===== config.mk =====
export PLATFORM = sky130hd
export DESIGN_NAME = ahb_apb_bridge
export DESIGN_NICKNAME = d
export VERILOG_FILES = /design/src/rtl/apb_bridge_pkg.sv /design/src/rtl/apb_resp_mux.sv /design/src/rtl/ahb_apb_bridge.sv
export SDC_FILE = /design/constraint.sdc
export NUM_CORES = 1
export LEC_CHECK = 0
export ABC_AREA = 0
export BUFFER_PORTS_ARGS = -buffer_cell sky130_fd_sc_hd__buf_2
export CAP_MARGIN = 30
export CORE_AREA = 4 4 118 120
export DETAILED_ROUTE_END_ITERATION = 7
export DIE_AREA = 0 0 122 124
export PLACE_DENSITY = 0.65
export SYNTH_ARGS = -nofsm -noshare
export SYNTH_HDL_FRONTEND = slang
export SYNTH_SLANG_ARGS = --single-unit
export TNS_END_PERCENT = 5

===== constraint.sdc =====
create_clock -name PCLK -period 3.1 [get_ports PCLK]
set_clock_uncertainty 0.2 [all_clocks]
set_input_delay 0.155 -clock PCLK [delete_from_list [all_inputs] [get_ports PCLK]]
set_output_delay 0.155 -clock PCLK [all_outputs]
set_load 0.01 [all_outputs]

===== src/rtl/apb_bridge_pkg.sv =====
// -----------------------------------------------------------------------------
// apb_bridge_pkg
// Shared definitions for the AHB-Lite to APB bridge: FSM state encoding,
// AHB HTRANS encodings and HRESP response codes.
// -----------------------------------------------------------------------------
package apb_bridge_pkg;

  typedef enum logic [2:0] {
    ST_IDLE   = 3'd0,
    ST_SETUP  = 3'd1,
    ST_ACCESS = 3'd2,
    ST_DONE   = 3'd3,
    ST_ERR1   = 3'd4,
    ST_ERR2   = 3'd5
  } state_t;

  localparam logic [1:0] HTRANS_IDLE   = 2'b00;
  localparam logic [1:0] HTRANS_BUSY   = 2'b01;
  localparam logic [1:0] HTRANS_NONSEQ = 2'b10;
  localparam logic [1:0] HTRANS_SEQ    = 2'b11;

  localparam logic HRESP_OKAY  = 1'b0;
  localparam logic HRESP_ERROR = 1'b1;

endpackage : apb_bridge_pkg


===== src/rtl/apb_resp_mux.sv =====
// -----------------------------------------------------------------------------
// apb_resp_mux
// Purely combinational selection of the addressed APB slave's response.
// Ports:
//   i_idx      - slave index of the transfer in flight
//   i_prdata   - concatenated slave read data, slave i at [i*DATA_WIDTH +: DATA_WIDTH]
//   i_pready   - per-slave ready
//   i_pslverr  - per-slave error
//   o_prdata   - read data of the selected slave
//   o_pready   - ready of the selected slave
//   o_pslverr  - error of the selected slave
// An index with no matching slave yields all-zero outputs.
// -----------------------------------------------------------------------------
module apb_resp_mux #(
  parameter int NUM_SLAVES = 4,
  parameter int DATA_WIDTH = 32,
  parameter int SEL_W      = 2
) (
  input  logic [SEL_W-1:0]                 i_idx,
  input  logic [NUM_SLAVES*DATA_WIDTH-1:0] i_prdata,
  input  logic [NUM_SLAVES-1:0]            i_pready,
  input  logic [NUM_SLAVES-1:0]            i_pslverr,
  output logic [DATA_WIDTH-1:0]            o_prdata,
  output logic                             o_pready,
  output logic                             o_pslverr
);

  // NOTE: every output gets a default before the loop so no path leaves a
  // value unassigned; otherwise synthesis infers a latch.
  always_comb begin
    o_prdata  = '0;
    o_pready  = 1'b0;
    o_pslverr = 1'b0;
    for (int i = 0; i < NUM_SLAVES; i++) begin
      if (i_idx == SEL_W'(i)) begin
        o_prdata  = i_prdata[i*DATA_WIDTH +: DATA_WIDTH];
        o_pready  = i_pready[i];
        o_pslverr = i_pslverr[i];
      end
    end
  end

endmodule : apb_resp_mux


===== src/rtl/ahb_apb_bridge.sv =====
// -----------------------------------------------------------------------------
// ahb_apb_bridge
// AHB-Lite slave to APB master bridge. Each AHB single transfer becomes one
// APB SETUP/ACCESS sequence; the target slave is decoded from
// HADDR[SEL_LSB +: SEL_W]. PSLVERR or an out-of-range slave index produces the
// two-cycle AHB ERROR response.
// Ports:
//   PCLK, PRESET                 - shared clock, asynchronous active-high reset
//   HSEL/HADDR/HTRANS/HWRITE/
//   HWDATA/HREADY                - AHB-Lite slave inputs
//   HREADYOUT/HRESP/HRDATA       - AHB-Lite slave responses (registered)
//   PSEL/PENABLE/PWRITE/PADDR/
//   PWDATA                       - APB master outputs
//   PRDATA/PREADY/PSLVERR        - per-slave APB responses
// -----------------------------------------------------------------------------
module ahb_apb_bridge
  import apb_bridge_pkg::*;
#(
  parameter int DATA_WIDTH = 32,
  parameter int ADDR_WIDTH = 32,
  parameter int NUM_SLAVES = 4,
  parameter int SEL_LSB    = 12
) (
  input  logic                             PCLK,
  input  logic                             PRESET,
  input  logic                             HSEL,
  input  logic [ADDR_WIDTH-1:0]            HADDR,
  input  logic [1:0]                       HTRANS,
  input  logic                             HWRITE,
  input  logic [DATA_WIDTH-1:0]            HWDATA,
  input  logic                             HREADY,
  output logic                             HREADYOUT,
  output logic                             HRESP,
  output logic [DATA_WIDTH-1:0]            HRDATA,
  output logic [NUM_SLAVES-1:0]            PSEL,
  output logic                             PENABLE,
  output logic                             PWRITE,
  output logic [ADDR_WIDTH-1:0]            PADDR,
  output logic [DATA_WIDTH-1:0]            PWDATA,
  input  logic [NUM_SLAVES*DATA_WIDTH-1:0] PRDATA,
  input  logic [NUM_SLAVES-1:0]            PREADY,
  input  logic [NUM_SLAVES-1:0]            PSLVERR
);

  localparam int SEL_W = (NUM_SLAVES > 1) ? $clog2(NUM_SLAVES) : 1;
  localparam logic [SEL_W:0] NUM_SLV_W = (SEL_W + 1)'(NUM_SLAVES);

  state_t                  r_state;
  logic [SEL_W-1:0]        r_idx;
  logic [ADDR_WIDTH-1:0]   r_paddr;
  logic                    r_pwrite;
  logic [DATA_WIDTH-1:0]   r_hrdata;
  logic                    r_hreadyout;
  logic                    r_hresp;
  logic [NUM_SLAVES-1:0]   r_psel;
  logic                    r_penable;

  logic                    w_accept;
  logic [SEL_W-1:0]        w_new_idx;
  logic                    w_idx_ok;
  logic [NUM_SLAVES-1:0]   w_onehot;
  logic [DATA_WIDTH-1:0]   w_prdata;
  logic                    w_pready;
  logic                    w_pslverr;

  // Only NONSEQ/SEQ start a transfer; IDLE and BUSY get a zero-wait OKAY.
  assign w_accept  = HSEL && HREADY &&
                     ((HTRANS == HTRANS_NONSEQ) || (HTRANS == HTRANS_SEQ));
  assign w_new_idx = HADDR[SEL_LSB +: SEL_W];
  // When NUM_SLAVES is not a power of two, the top index codes decode to nothing.
  assign w_idx_ok  = ({1'b0, w_new_idx} < NUM_SLV_W);

  always_comb begin
    w_onehot = '0;
    for (int i = 0; i < NUM_SLAVES; i++) begin
      w_onehot[i] = (w_new_idx == SEL_W'(i));
    end
  end

  apb_resp_mux #(
    .NUM_SLAVES (NUM_SLAVES),
    .DATA_WIDTH (DATA_WIDTH),
    .SEL_W      (SEL_W)
  ) u_resp_mux (
    .i_idx     (r_idx),
    .i_prdata  (PRDATA),
    .i_pready  (PREADY),
    .i_pslverr (PSLVERR),
    .o_prdata  (w_prdata),
    .o_pready  (w_pready),
    .o_pslverr (w_pslverr)
  );

  // NOTE: state and registered outputs use non-blocking assignments so every
  // register samples pre-edge values regardless of statement order.
  always_ff @(posedge PCLK or posedge PRESET) begin
    if (PRESET) begin
      r_state     <= ST_IDLE;
      r_idx       <= '0;
      r_paddr     <= '0;
      r_pwrite    <= 1'b0;
      r_hrdata    <= '0;
      r_hreadyout <= 1'b1;
      r_hresp     <= HRESP_OKAY;
      r_psel      <= '0;
      r_penable   <= 1'b0;
    end else begin
      case (r_state)
        // These states all end an AHB data phase, so a new address may be taken.
        ST_IDLE, ST_DONE, ST_ERR2: begin
          r_penable <= 1'b0;
          if (w_accept) begin
            r_paddr  <= HADDR;
            r_pwrite <= HWRITE;
            r_idx    <= w_new_idx;
            if (w_idx_ok) begin
              r_state     <= ST_SETUP;
              r_psel      <= w_onehot;
              r_hreadyout <= 1'b0;
              r_hresp     <= HRESP_OKAY;
            end else begin
              // Decode miss: straight to the error response, no APB cycle.
              r_state     <= ST_ERR1;
              r_psel      <= '0;
              r_hreadyout <= 1'b0;
              r_hresp     <= HRESP_ERROR;
            end
          end else begin
            r_state     <= ST_IDLE;
            r_psel      <= '0;
            r_hreadyout <= 1'b1;
            r_hresp     <= HRESP_OKAY;
          end
        end

        ST_SETUP: begin
          r_state   <= ST_ACCESS;
          r_penable <= 1'b1;
        end

        ST_ACCESS: begin
          if (w_pready) begin
            r_psel    <= '0;
            r_penable <= 1'b0;
            if (w_pslverr) begin
              r_state     <= ST_ERR1;
              r_hreadyout <= 1'b0;
              r_hresp     <= HRESP_ERROR;
            end else begin
              r_state     <= ST_DONE;
              r_hreadyout <= 1'b1;
              r_hresp     <= HRESP_OKAY;
              if (!r_pwrite) begin
                r_hrdata <= w_prdata;
              end
            end
          end
        end

        ST_ERR1: begin
          r_state     <= ST_ERR2;
          r_hreadyout <= 1'b1;
          r_hresp     <= HRESP_ERROR;
        end

        default: begin
          r_state     <= ST_IDLE;
          r_psel      <= '0;
          r_penable   <= 1'b0;
          r_hreadyout <= 1'b1;
          r_hresp     <= HRESP_OKAY;
        end
      endcase
    end
  end

  // HWDATA is held by the master while HREADYOUT is low, so it is already
  // valid in SETUP and can be forwarded without a register.
  assign PWDATA = (r_pwrite && ((r_state == ST_SETUP) || (r_state == ST_ACCESS)))
                  ? HWDATA : '0;

  assign HREADYOUT = r_hreadyout;
  assign HRESP     = r_hresp;
  assign HRDATA    = r_hrdata;
  assign PSEL      = r_psel;
  assign PENABLE   = r_penable;
  assign PWRITE    = r_pwrite;
  assign PADDR     = r_paddr;

endmodule : ahb_apb_bridge


Yosys cells after proc, flatten, opt, wreduce, memory -nomap -nowiden
Index checks and enable logic that the tools add are counted.
W data, S select, Z words.
{"block": "op_classes", "add_sub_neg": 0, "mul": 0, "div": 0, "order_cmp": 0, "eq_ne": 14, "shift": 0, "muxes": 29, "n_bitwise": 5, "reduce_logical": 15}
{"cell": "$mux W32", "count": 5}
{"cell": "$mux W1", "count": 15}
{"cell": "$eq A2 B2 Y1 const B", "count": 6}
{"cell": "$pmux W3 S4", "count": 1}
{"cell": "$pmux W4 S3", "count": 1}
{"cell": "$pmux W1 S3", "count": 3}
{"cell": "$mux W4", "count": 2}
{"cell": "$reduce_and A2 Y1", "count": 4}
{"cell": "$eq A3 B2 Y1 const B", "count": 2}
{"cell": "$eq A3 B3 Y1 const B", "count": 2}
{"cell": "$mux W3", "count": 2}
{"cell": "$not A1 Y1", "count": 5}
{"cell": "$eq A2 B1 Y1 const B", "count": 2}
{"cell": "$logic_not A2 Y1", "count": 2}
{"cell": "$reduce_and A4 Y1", "count": 1}
{"cell": "$eq A3 B1 Y1 const B", "count": 1}
{"cell": "$logic_and A1 B1 Y1", "count": 3}
{"cell": "$logic_not A3 Y1", "count": 1}
{"cell": "$reduce_or A3 Y1", "count": 1}
{"cell": "$logic_or A1 B1 Y1", "count": 2}
{"cell": "$ne A2 B1 Y1 const B", "count": 1}
{"cell": "$reduce_or A2 Y1", "count": 1}
{"block": "word_totals", "regBits": 77, "latchBits": 0, "ram_bits": 0, "mem_bits_ro": 0, "in_bits": 207, "output_inout_bits": 104, "elab_cells": 72, "mem_count": 0}

Logic depth before layout (Yosys ltp)
{"block": "depth", "word_depth": 8, "mapped_depth": 7, "mapped_depth_nobuf": 4}

Cells and area by module
A second synthesis with hierarchy kept.
{"block": "unflattened", "hier_cells": 267, "hier_area_um2": 4147.7}
{"module": "ahb_apb_bridge", "n_inst": 1, "cells_each": 225, "area_each_um2": 3276.9, "seq_area_each_um2": 1878.1}
{"module": "apb_resp_mux", "n_inst": 1, "cells_each": 42, "area_each_um2": 870.8, "seq_area_each_um2": 0.0}

Worst setup path before layout
No wires, ideal clock.
{"block": "synth_path", "kind": "reg2reg", "from": "reg r_idx[0]", "to": "reg r_hrdata[21] (netlist: HRDATA[21])", "setup_ns": 0.125, "arrival_time_ns": 2.114, "t_required_ns": 2.775, "path_slack_ns": 0.661, "path_stages_with_launch": 7, "n_path_buf": 2, "synth_period_minus_slack_ns": 2.439, "path_cell_list": "dfrtp_1 > buf_6 > mux4_2 > or2_4 > nor3b_4 > buf_6 > mux2_2"}
{"block": "synth_between", "elab_chain_len": 7, "elab_cells_between_ends": 18, "classes_between": "eq/ne (3); mux (12); bitwise (1); reduce/logical (2)"}
{"item": "start, declared", "line": "ahb_apb_bridge.sv:49", "text": "logic [SEL_W-1:0] r_idx;"}
{"item": "start signal, assigned", "line": "ahb_apb_bridge.sv:115", "text": "r_idx <= w_new_idx;"}
{"item": "$logic_not A2 Y1", "line": "apb_resp_mux.sv:35", "text": "if (i_idx == SEL_W'(i)) begin"}
{"item": "$mux W1 (4 in series)", "line": "apb_resp_mux.sv:35"}
{"item": "$not A1 Y1 (no line)"}
{"item": "$reduce_and A4 Y1 (no line)"}
{"item": "end signal, assigned", "line": "ahb_apb_bridge.sv:154", "text": "r_hrdata <= w_prdata;"}
{"item": "end, declared", "line": "ahb_apb_bridge.sv:52", "text": "logic [DATA_WIDTH-1:0] r_hrdata;"}
Several ways; a longest one is shown, not always the timed one.
A chain may end at the register's enable or synchronous reset.

Worst setup path in the final report
{"block": "layout_path", "from": "reg r_state[2]", "to": "reg r_hrdata[1] (netlist: HRDATA[1])"}
{"block": "layout_between", "elab_chain_len": 2}
{"item": "start, declared", "line": "ahb_apb_bridge.sv:48", "text": "state_t r_state;"}
{"item": "start signal, assigned", "line": "ahb_apb_bridge.sv:98", "text": "r_state <= ST_IDLE;"}
{"item": "start signal, assigned", "line": "ahb_apb_bridge.sv:117", "text": "r_state <= ST_SETUP;"}
{"item": "start signal, assigned", "line": "ahb_apb_bridge.sv:123", "text": "r_state <= ST_ERR1;"}
{"item": "$eq A3 B2 Y1", "line": "ahb_apb_bridge.sv:108", "text": "case (r_state)"}
{"item": "$reduce_and A4 Y1 (no line)"}
No other way between the ends.

==> impl_metrics.ini <==
[route]
drc_errors = 0
final_antenna_net_count = 0
post_drt_wl_per_cell_microns = 16.7
dr.pass1.iters = 4
wirelength_mm = 13.1
num_vias = 3634
routed_via_density = 4.61
dr.first_iter.drc_count = 96

[timing]
fmax_ghz = 0.382
rsz0062_at_grt = false
tightest_slew_ns = 0.637
finalSetupTns_ns = 0
report.final.slew_viol_count = 0
post-route-period-util_pct = 84.4
min_period_ns = 2.62
slew_headroom_pct = 57.5
setup_violations = 0
report.final.hold_viol_count = 0

[setup_path]
slowest_delay_ns = 0.55
required_ns = 3.11
start_kind = flop
cp_max_fo = 32
crit_chain = or3b_2, or2_4, nor3b_4, buf_4, mux2_2
crit_type = reg2reg
r2r_cells = 5
worstPathArrival_ns = 2.62
reg2reg_from = r_state[2]
end_kind = flop
regToRegSetupSlack_ns = 0.48
crit_slowest_cell = or3b_2
r2r-end = HRDATA[1]

[cts]
cts_tree = done
cts_setup_buffers = 0
htreeDepth = 3
clk_pin_slew_ns = 0.06
cts_resized = 0
root_buffer = clkbuf_16
ctsLongestPathBuffers = 2
clock_latency_ns = 0.33
cts_buffers = 9
cts.sinks = 75

[hold_path]
min_path_type = in2reg
hold_end = HRDATA[26]
holdCritStartpoint = PRDATA[90]
hold_depth = 3

[global_routing]
grtUsageTotal_pct = 16.4
grt-ovfl-total = 0
first_global_vias = 3879
antenna_found_initial = 0
grt_pass1_wl_mm = 19.2
grt_max_degree = 36

[pwr]
p_switching_uw = 1870
power_density_nw_per_um2 = 857
irDropWorstVdd_mv = 0.399
p_leak_uw = 0.00321
combPwrFrac_pct = 47.5
seqPwrFrac_pct = 31.5
power_frac_clock_pct = 21.0
intPower_uw = 3570
p_sw_share_pct = 34.4

[floorplanning]
rows = 42
start_util_pct = 30.5
pin_count = 311
die_area_sq_um = 15100
dieWidth_microns = 122
chipHeight_microns = 124
core_region_area_sq_um = 13000

[cells_and_area]
drive_gt1_share_pct = 71.3
register_area_sq_um = 1880
n_antenna_cell = 0
num-fill-cells = 1168
final_cells = 789
final_net_count = 815
syn2layout_area_growth_pct = 60.2
multi_input_area_sq_um = 1970
postLayoutCellArea_sq_um = 6350

[synth]
syn_avg_cell_area_sq_um = 14.9
syn_area_sq_um = 3970
ys_types = 30
ys_ff_latch = 75
synth_seq_area_share_pct = 47.4
syn_nets = 474
yosys_warnings = 0
synth_cells = 267

[placement]
port_buffers = 309
placed_cell_area_sq_um = 5690
gp_congestion = 0.787
dp_hpwl_mm = 10.5
dp_cells = 739

[job]
cap_viol_max_count = 0

[run_status]
outcome = finished, final reports clean
critical path, delay by kind of cell (launching register included):
kind / cells / cell delay (ns)
AND/OR/NAND/NOR: 3 / 0.99
flip-flops: 1 / 0.48
buffers and inverters: 1 / 0.41
multiplexers: 1 / 0.39
registers in the layout, summed over array words and instances (netlist names):
signal,flops
PADDR,31
PSEL,4
r_state,3
r_idx,1
HRDATA,32
PWRITE,1
PENABLE,1
HRESP,1
HREADYOUT,1
timing repair:
| action | 4_1_cts | 5_1_grt |
|---|---|---|
| hold buffers | 34 | 0 |
| endpoints found under the hold margin | 65 | 0 |
| setup endpoints to repair | 0 | 0 |
logic make-up after synthesis:
logic type	after synthesis	synth area share, %
compound gates	15	2.62
xor+xnor	2	0.442
buf+inv	24	3.19
flops	75	47.4
mux	99	37.8
simple gates	52	8.61
metrics by stage:
stage | hold slack [ns] | total power (uW) | setup WS (ns) | utilization, %
floorplan | 0.107 | 3350 | 0.661 | -
global placement | 0.00439 | 4250 | 0.563 | 43.8
detailed placement | 0.0163 | 4330 | 0.499 | 43.8
CTS | 0.0535 | 5530 | 0.478 | 48.9
global route | 0.0660 | 5800 | 0.408 | 48.9
finish | 0.0699 | 5440 | 0.482 | 48.9
Yosys cell counts (all sizes together):
master   n  area [sq um]
dfrtp   74          1850
mux2    65           732
mux4    34           766
and2    33           206
clkbuf  12          45.0
buf      9          70.1
nor2b    5          31.3
a21oi    4          20.0
a32o     4          40.0
o21ai    4          20.0
inv      3          11.3
nor3b    3          33.8
nand2b   2          12.5
or3b     2          17.5
a21o     1          7.51
and3     1          6.26
dfstp    1          26.3
nand2    1          3.75
nand3    1          5.00
nand3b   1          7.51
nor2     1          3.75
nor3     1          5.00
o31ai    1          7.51
o32ai    1          8.76
or2      1          8.76
xnor2    1          8.76
xor2     1          8.76
layer usage:
metal | up-vias | wire length [microns] | track usage (%) | part of all wire (%)
met3 | 12 | 1060 | 3.36 | 8.1
met4 | 0 | 142 | 5.04 | 1.1
met1 | 1770 | 4630 | 16.9 | 35
met2 | 178 | 7310 | 33.1 | 56
li1 | 1674 | - | - | -
met5 | - | 0 | 0 | 0
cell type report:
| cell class | count | share of cell area, % |
|---|---|---|
| inverter | 3 | 0.197 |
| clock buffer | 11 | 3.82 |
| timing repair buffer | 351 | 30.6 |
| clock inverter | 5 | 1.34 |
| tap | 176 | 3.47 |
| multi-input combinational | 168 | 31.0 |
| sequential | 75 | 29.6 |
cell usage in the layout (no fill, tap or decap), types with 2 or more instances in the layout:
| cell | synthesis | final |
|---|---|---|
| dlygate4sd3_1 | 0 | 34 |
| mux2_1 | 3 | 3 |
| and2_1 | 33 | 32 |
| nand2b_1 | 2 | 2 |
| inv_1 | 3 | 2 |
| mux2_2 | 62 | 62 |
| a21oi_1 | 4 | 4 |
| a32o_1 | 4 | 4 |
| dfrtp_1 | 74 | 73 |
| or3b_2 | 2 | 2 |
| mux4_2 | 34 | 34 |
| nor2b_1 | 5 | 5 |
| buf_2 | 5 | 309 |
| bufinv_16 | 0 | 2 |
| o21ai_0 | 4 | 4 |
| buf_4 | 0 | 8 |
| clkbuf_16 | 0 | 9 |
power groups by stage:
stage	registers [uW]	clock network [uW]	logic, uW
after floorplan	1890	0	1460
after global placement	1710	0	2540
after detailed placement	1730	0	2600
after CTS	1720	1180	2630
after global routing	1780	1210	2810
final	1720	1140	2580
worst max path at each step:
stage | cells after the start | slack (ns) | to | from
finish | 5 | 0.48 | HRDATA[1] | r_state[2]
global route | 5 | 0.41 | HRDATA[2] | r_state[1]
CTS | 5 | 0.48 | HRDATA[11] | r_state[2]
detailed placement | 5 | 0.50 | HRDATA[14] | r_state[1]
global placement | 5 | 0.56 | HRDATA[31] | r_state[2]
floorplan | 6 | 0.66 | HRDATA[21] | r_idx[0]
No activity file was read; power rests on OpenSTA's default activity.
